===== src/rtl/cache_read_arbiter_pkg.sv =====
// Shared types and constants for the icache/dcache read-port arbiter.
package cache_read_arbiter_pkg;

  typedef enum logic [1:0] {
    S_IDLE = 2'd0,
    S_CMD  = 2'd1,
    S_DATA = 2'd2
  } state_t;

  localparam int BURST_BEATS = 4;
  localparam int LANE_W      = 32;
  localparam int LINE_W      = BURST_BEATS * LANE_W;

  localparam logic GRANT_CODE = 1'b0;
  localparam logic GRANT_LINE = 1'b1;

  typedef struct packed {
    logic        pend;
    logic [31:0] addr;
  } req_t;

  // The code side starts on the requested dword, the line side on the line base.
  function automatic logic [31:0] burst_mask(input logic is_line);
    return is_line ? 32'hFFFF_FFF0 : 32'hFFFF_FFFC;
  endfunction

endpackage


===== src/rtl/cache_read_line_buf.sv =====
// Beat counter and lane-scattering line register for the single active wrap burst.
module cache_read_line_buf
  import cache_read_arbiter_pkg::*;
#(
  parameter int NUM_LANES = BURST_BEATS,
  parameter int VEC_W     = LANE_W
) (
  input  logic                                clk,
  input  logic                                rst_n,
  input  logic                                clr,
  input  logic [$clog2(NUM_LANES)-1:0]        start_lane,
  input  logic                                beat_vld,
  input  logic [VEC_W-1:0]                    beat_data,
  output logic                                last_beat,
  output logic [NUM_LANES-1:0][VEC_W-1:0]     line_nxt
);

  localparam int LW = $clog2(NUM_LANES);

  logic [LW-1:0]                    cnt_q;
  logic [LW-1:0]                    base_q;
  logic [LW-1:0]                    lane;
  logic [NUM_LANES-1:0][VEC_W-1:0]  line_q;

  // Lane index wraps naturally in LW bits, matching the memory's wrap order.
  assign lane      = base_q + cnt_q;
  assign last_beat = beat_vld && (cnt_q == LW'(NUM_LANES - 1));

  for (genvar i = 0; i < NUM_LANES; i++) begin : g_lane
    assign line_nxt[i] = (beat_vld && lane == LW'(i)) ? beat_data : line_q[i];
  end

  always_ff @(posedge clk or negedge rst_n) begin
    if (!rst_n) begin
      cnt_q  <= '0;
      base_q <= '0;
      line_q <= '0;
    end else if (clr) begin
      cnt_q  <= '0;
      base_q <= start_lane;
      line_q <= '0;
    end else if (beat_vld) begin
      cnt_q  <= cnt_q + 1'b1;
      line_q <= line_nxt;
    end
  end

endmodule


===== src/rtl/cache_read_arbiter.sv =====
// Arbitrates icache readcode and dcache readline onto one 4-beat wrap-burst read port.
module cache_read_arbiter
  import cache_read_arbiter_pkg::*;
#(
  parameter bit DCACHE_PRIORITY = 1'b0
) (
  input  logic               clk,
  input  logic               rst_n,
  input  logic               readcode_do,
  input  logic [31:0]        readcode_address,
  output logic               readcode_partial_done,
  output logic [31:0]        readcode_partial,
  output logic               readcode_done,
  output logic [LINE_W-1:0]  readcode_line,
  input  logic               readline_do,
  input  logic [31:0]        readline_address,
  output logic               readline_done,
  output logic [LINE_W-1:0]  readline_line,
  output logic               mem_read,
  output logic [31:0]        mem_address,
  output logic [2:0]         mem_burstcount,
  input  logic               mem_waitrequest,
  input  logic [31:0]        mem_readdata,
  input  logic               mem_readdatavalid
);

  state_t state, state_nxt;
  req_t   code_req, line_req;
  logic   act_grant, last_grant;
  logic   any_pend, grant_sel, grant_go, beat_vld, last_beat;
  logic   code_busy, line_busy;
  logic [31:0] sel_addr, burst_addr;
  logic [BURST_BEATS-1:0][LANE_W-1:0] line_nxt;

  assign any_pend  = code_req.pend | line_req.pend;
  // Round-robin prefers the side not served last; priority mode always favours the dcache.
  assign grant_sel = line_req.pend &
                     (~code_req.pend | DCACHE_PRIORITY | (last_grant == GRANT_CODE));
  assign grant_go  = (state == S_IDLE) & any_pend;
  assign beat_vld  = (state == S_DATA) & mem_readdatavalid;
  assign code_busy = (state != S_IDLE) & (act_grant == GRANT_CODE);
  assign line_busy = (state != S_IDLE) & (act_grant == GRANT_LINE);
  assign sel_addr  = (grant_sel == GRANT_LINE) ? line_req.addr : code_req.addr;
  assign burst_addr = sel_addr & burst_mask(grant_sel);

  cache_read_line_buf #(.NUM_LANES(BURST_BEATS), .VEC_W(LANE_W)) u_buf (
    .clk        (clk),
    .rst_n      (rst_n),
    .clr        (grant_go),
    .start_lane (burst_addr[3:2]),
    .beat_vld   (beat_vld),
    .beat_data  (mem_readdata),
    .last_beat  (last_beat),
    .line_nxt   (line_nxt)
  );

  always_ff @(posedge clk or negedge rst_n) begin
    if (!rst_n) state <= S_IDLE;
    else        state <= state_nxt;
  end

  always_comb begin
    state_nxt = state;
    case (state)
      S_IDLE:  if (any_pend)         state_nxt = S_CMD;
      S_CMD:   if (!mem_waitrequest) state_nxt = S_DATA;
      S_DATA:  if (last_beat)        state_nxt = S_IDLE;
      default:                       state_nxt = S_IDLE;
    endcase
  end

  // A repeat pulse from a requester already pending or in flight is dropped.
  always_ff @(posedge clk or negedge rst_n) begin
    if (!rst_n) begin
      code_req <= '0;
      line_req <= '0;
    end else begin
      if (grant_go && grant_sel == GRANT_CODE)
        code_req.pend <= 1'b0;
      else if (readcode_do && !code_req.pend && !code_busy)
        code_req <= '{pend: 1'b1, addr: readcode_address};
      if (grant_go && grant_sel == GRANT_LINE)
        line_req.pend <= 1'b0;
      else if (readline_do && !line_req.pend && !line_busy)
        line_req <= '{pend: 1'b1, addr: readline_address};
    end
  end

  always_ff @(posedge clk or negedge rst_n) begin
    if (!rst_n) begin
      act_grant      <= GRANT_CODE;
      last_grant     <= GRANT_CODE;
      mem_read       <= 1'b0;
      mem_address    <= '0;
      mem_burstcount <= '0;
    end else if (grant_go) begin
      act_grant      <= grant_sel;
      last_grant     <= grant_sel;
      mem_read       <= 1'b1;
      mem_address    <= burst_addr;
      mem_burstcount <= 3'(BURST_BEATS);
    end else if (state == S_CMD && !mem_waitrequest) begin
      mem_read       <= 1'b0;
      mem_burstcount <= '0;
    end
  end

  always_ff @(posedge clk or negedge rst_n) begin
    if (!rst_n) begin
      readcode_partial_done <= 1'b0;
      readcode_partial      <= '0;
      readcode_done         <= 1'b0;
      readcode_line         <= '0;
      readline_done         <= 1'b0;
      readline_line         <= '0;
    end else begin
      readcode_partial_done <= 1'b0;
      readcode_done         <= 1'b0;
      readline_done         <= 1'b0;
      if (beat_vld && act_grant == GRANT_CODE) begin
        readcode_partial      <= mem_readdata;
        readcode_partial_done <= ~last_beat;
        readcode_done         <= last_beat;
        if (last_beat) readcode_line <= line_nxt;
      end
      if (beat_vld && act_grant == GRANT_LINE && last_beat) begin
        readline_done <= 1'b1;
        readline_line <= line_nxt;
      end
    end
  end

endmodule


===== config.mk =====
export PLATFORM = sky130hd
export DESIGN_NAME = cache_read_arbiter
export DESIGN_NICKNAME = d
export VERILOG_FILES = /design/src/rtl/cache_read_arbiter_pkg.sv /design/src/rtl/cache_read_line_buf.sv /design/src/rtl/cache_read_arbiter.sv
export SDC_FILE = /design/constraint.sdc
export NUM_CORES = 1
export LEC_CHECK = 0
export BUFFER_PORTS_ARGS = -buffer_cell sky130_fd_sc_hd__buf_2
export CORE_ASPECT_RATIO = 0.7
export CORE_MARGIN = 4
export CORE_UTILIZATION = 50
export CTS_CLUSTER_DIAMETER = 50
export DETAILED_ROUTE_END_ITERATION = 10
export GPL_TIMING_DRIVEN = 0
export PLACE_DENSITY = 0.76
export SYNTH_ARGS = -nofsm -noshare
export SYNTH_HDL_FRONTEND = slang
export SYNTH_SLANG_ARGS = --single-unit

===== constraint.sdc =====
create_clock -name clk -period 5.84 [get_ports clk]
set_input_delay 0.876 -clock clk [delete_from_list [all_inputs] [get_ports clk]]
set_output_delay 0.876 -clock clk [all_outputs]
set_load 0.05 [all_outputs]

==> out/qor.csv <==
metric;value;unit
status;finished, final reports clean;
die_h;188;um
endpoint;readcode_line[65];
slew_violations;0;
routed_wl;89.0;mm
clkTransAtPathRegs;70;ps
dp_cells;3147;
crit_type;reg2reg;
synthTopCellsByCount;515 x dfrtp_1, 260 x a21oi_1, 256 x a31oi_1, 214 x nand3_1, 130 x clkbuf_1;
maxCapViolCount;0;
numPortBuffers;418;
start_kind;flip-flop;
grt_pass1_wl;133;mm
grt_pass1_vias;21600;
yosysTopAreaCell;dfrtp_1;
start_util;50.9;%
cts.sinks;515;
firstDrtPassIters;6;
path_delay_family;buffers and inverters;
design.core.area;45400;um^2
boundaryPins;429;
grt_overflow;0;
power.switching;0.00907;W
fin_nets;2700;
dp_hpwl;63.9;mm
yosysSeqAreaShare;55.8;%
synthArstFlopShare;100;%
cts_buffers;50;
r2r_setup_slack;2940;ps
path_depth;7;
gp_congestion;0.949;
dp_slack;3090;ps
cpMostUsedCell;clkbuf_1;
rr_worst_depth;7;
p_total;0.0179;W
synthCells;2119;
peakVddDrop;0.292;mV
synth_top_flop_cell;dfrtp_1;
die_area;49800;um^2
worstPathArrival;3410;ps
worstPathRequired;6350;ps
yosys_register_bits;515;
clockPowerShare;19.2;%
finClkSkew;19.6;ps
pwr-share-comb;49.2;%
worst-path-max-fanout;10;
crit_chain;ha_1, buf_2, nand4bb_1, clkbuf_1, clkbuf_1, o21ai_0, a31oi_1;
ant_nets;0;
worstReg2RegStart;u_buf.cnt_q[0];
netlist_area;23100;um^2
fmax;0.344;GHz
fin_tns_setup;0;ps
setup.worst_path.end_class;flip-flop;
power_per_cell_area;642;nW/um^2
fin_crit_sh;49.7;%
power_leakage;13.8;nW
ys_top_cells_by_area;dfrtp_1 56%, a31oi_1 6.9%, a21oi_1 5.6%;
ys_types;42;
crit_buf_inv;3;
tritoncts;built;
relSlewSlack;6.35;%
cts_max_level;2;
wl_per_cell;27.4;um
die_w;265;um
setup_slack;2940;ps
p_int;0.00880;W
cts_setup_buffers;0;
fin_crit;2900;ps
synth_most_common_cell;dfrtp_1;
critPathSlowestCell;clkbuf_1;
grt_usage;34.5;%
reg2reg_to;readcode_line[65];
hold_viol;0;
drtIter0Drc;3184;
finalSetupViolCount;0;
num_vias;21900;
tightest_slew;1400;ps
rsz0062_at_grt;false;
clock_latency;600;ps
finalNonFillerCells;3245;
ctsHoldBuffers;0;
holdCritPathClass;in2async;
synth_top_area_share;55.8;%
drc;0;
grt_max_degree;130;
crit_start;u_buf.cnt_q[0];
synth_edf_count;0;
ys_warn_count;0;
ctsResizeCount;0;
layout-drive-gt1-share;29.0;%
num_rows;65;
area_growth;20.4;%
antenna_found_initial;7;
seqPwrFrac;31.5;%
syn_area_per_cell;10.9;um^2
cts_root_buf;clkbuf_16;
viasPerCell;6.76;
max_stage_delay;690;ps
cts_buffer_depth;3;
swShare;50.8;%
final cells by class:
cell class,instances,area (um^2)
Sequential cell,515,12900
Antenna cell,4,10.0
Clock inverter,19,206
Multi-Input combinational cell,1345,8990
Timing Repair Buffer,422,2210
Buffer,255,1220
Tap cell,603,754
Clock buffer,75,1530
Inverter,7,26.3
Fill cell,3701,17500
power by group through the flow:
| stage | combinational [W] | clock (W) | sequential, W |
|---|---|---|---|
| global route | 0.00918 | 0.00359 | 0.00575 |
| floorplan | 0.00330 | 0 | 0.00827 |
| CTS | 0.00866 | 0.00343 | 0.00560 |
| detailed placement | 0.00863 | 0 | 0.00564 |
| global placement | 0.00843 | 0 | 0.00558 |
| finish | 0.00880 | 0.00344 | 0.00564 |
how the worst min path moves through the flow:
stage                    startpoint                   end  slack (ps)
6_report                      rst_n     readline_line[51]         290
5_1_grt                       rst_n     readcode_line[84]         350
4_1_cts                       rst_n     readcode_line[84]         300
3_5_place_dp   readcode_partial[13]  readcode_partial[13]         470
3_3_place_gp   readcode_partial[26]  readcode_partial[26]         460
2_1_floorplan           code_req[3]        mem_address[3]         460
metal layers:
layer,up-vias,GRT usage (%),routed length [um]
li1,9131,-,-
met1,10900,46.8,34200
met4,4,18.5,5620
met3,346,12.4,11700
met5,-,0,26
met2,1539,48.5,37500
cell usage in the layout (no fill, tap or decap), drive strengths merged, types with 15 or more instances in the layout:
| master | count |
|---|---|
| clkinv | 15 |
| o31ai | 126 |
| mux2 | 90 |
| a21oi | 260 |
| o21ai | 134 |
| a31oi | 256 |
| o211ai | 132 |
| buf | 547 |
| and3 | 28 |
| dfrtp | 515 |
| a221o | 28 |
| clkbuf | 205 |
| nand3 | 253 |
cells by family after synthesis:
logic type      Yosys count  synth area share (%)
compound gates          941                  26.3
xor+xnor                  2                 0.200
fa+ha+maj                 2                 0.108
buf+inv                 262                  5.41
flops                   515                  55.8
mux                      90                  4.38
other cells               1                0.0162
simple gates            306                  7.84
state kept, by name (all words and copies together), names as in the netlist:
| signal | count |
|---|---|
| mem_address | 29 |
| state | 2 |
| line_req | 29 |
| readcode_done | 1 |
| last_grant | 1 |
| u_buf.line_q | 128 |
| readcode_line | 128 |
| readline_line | 128 |
| mem_burstcount | 1 |
| code_req | 31 |
| u_buf.cnt_q | 2 |
| readcode_partial | 32 |
| u_buf.base_q | 1 |
| readcode_partial_done | 1 |
| readline_done | 1 |
through the flow:
step	utilization [%]	instance area [um^2]	hold WS (ps)
2_1_floorplan	-	23100	462
3_3_place_gp	57.2	26000	464
3_5_place_dp	57.5	26100	470
4_1_cts	61.3	27800	301
5_1_grt	61.3	27800	351
6_report	61.3	27800	294
(Power assumes the default switching activity.)
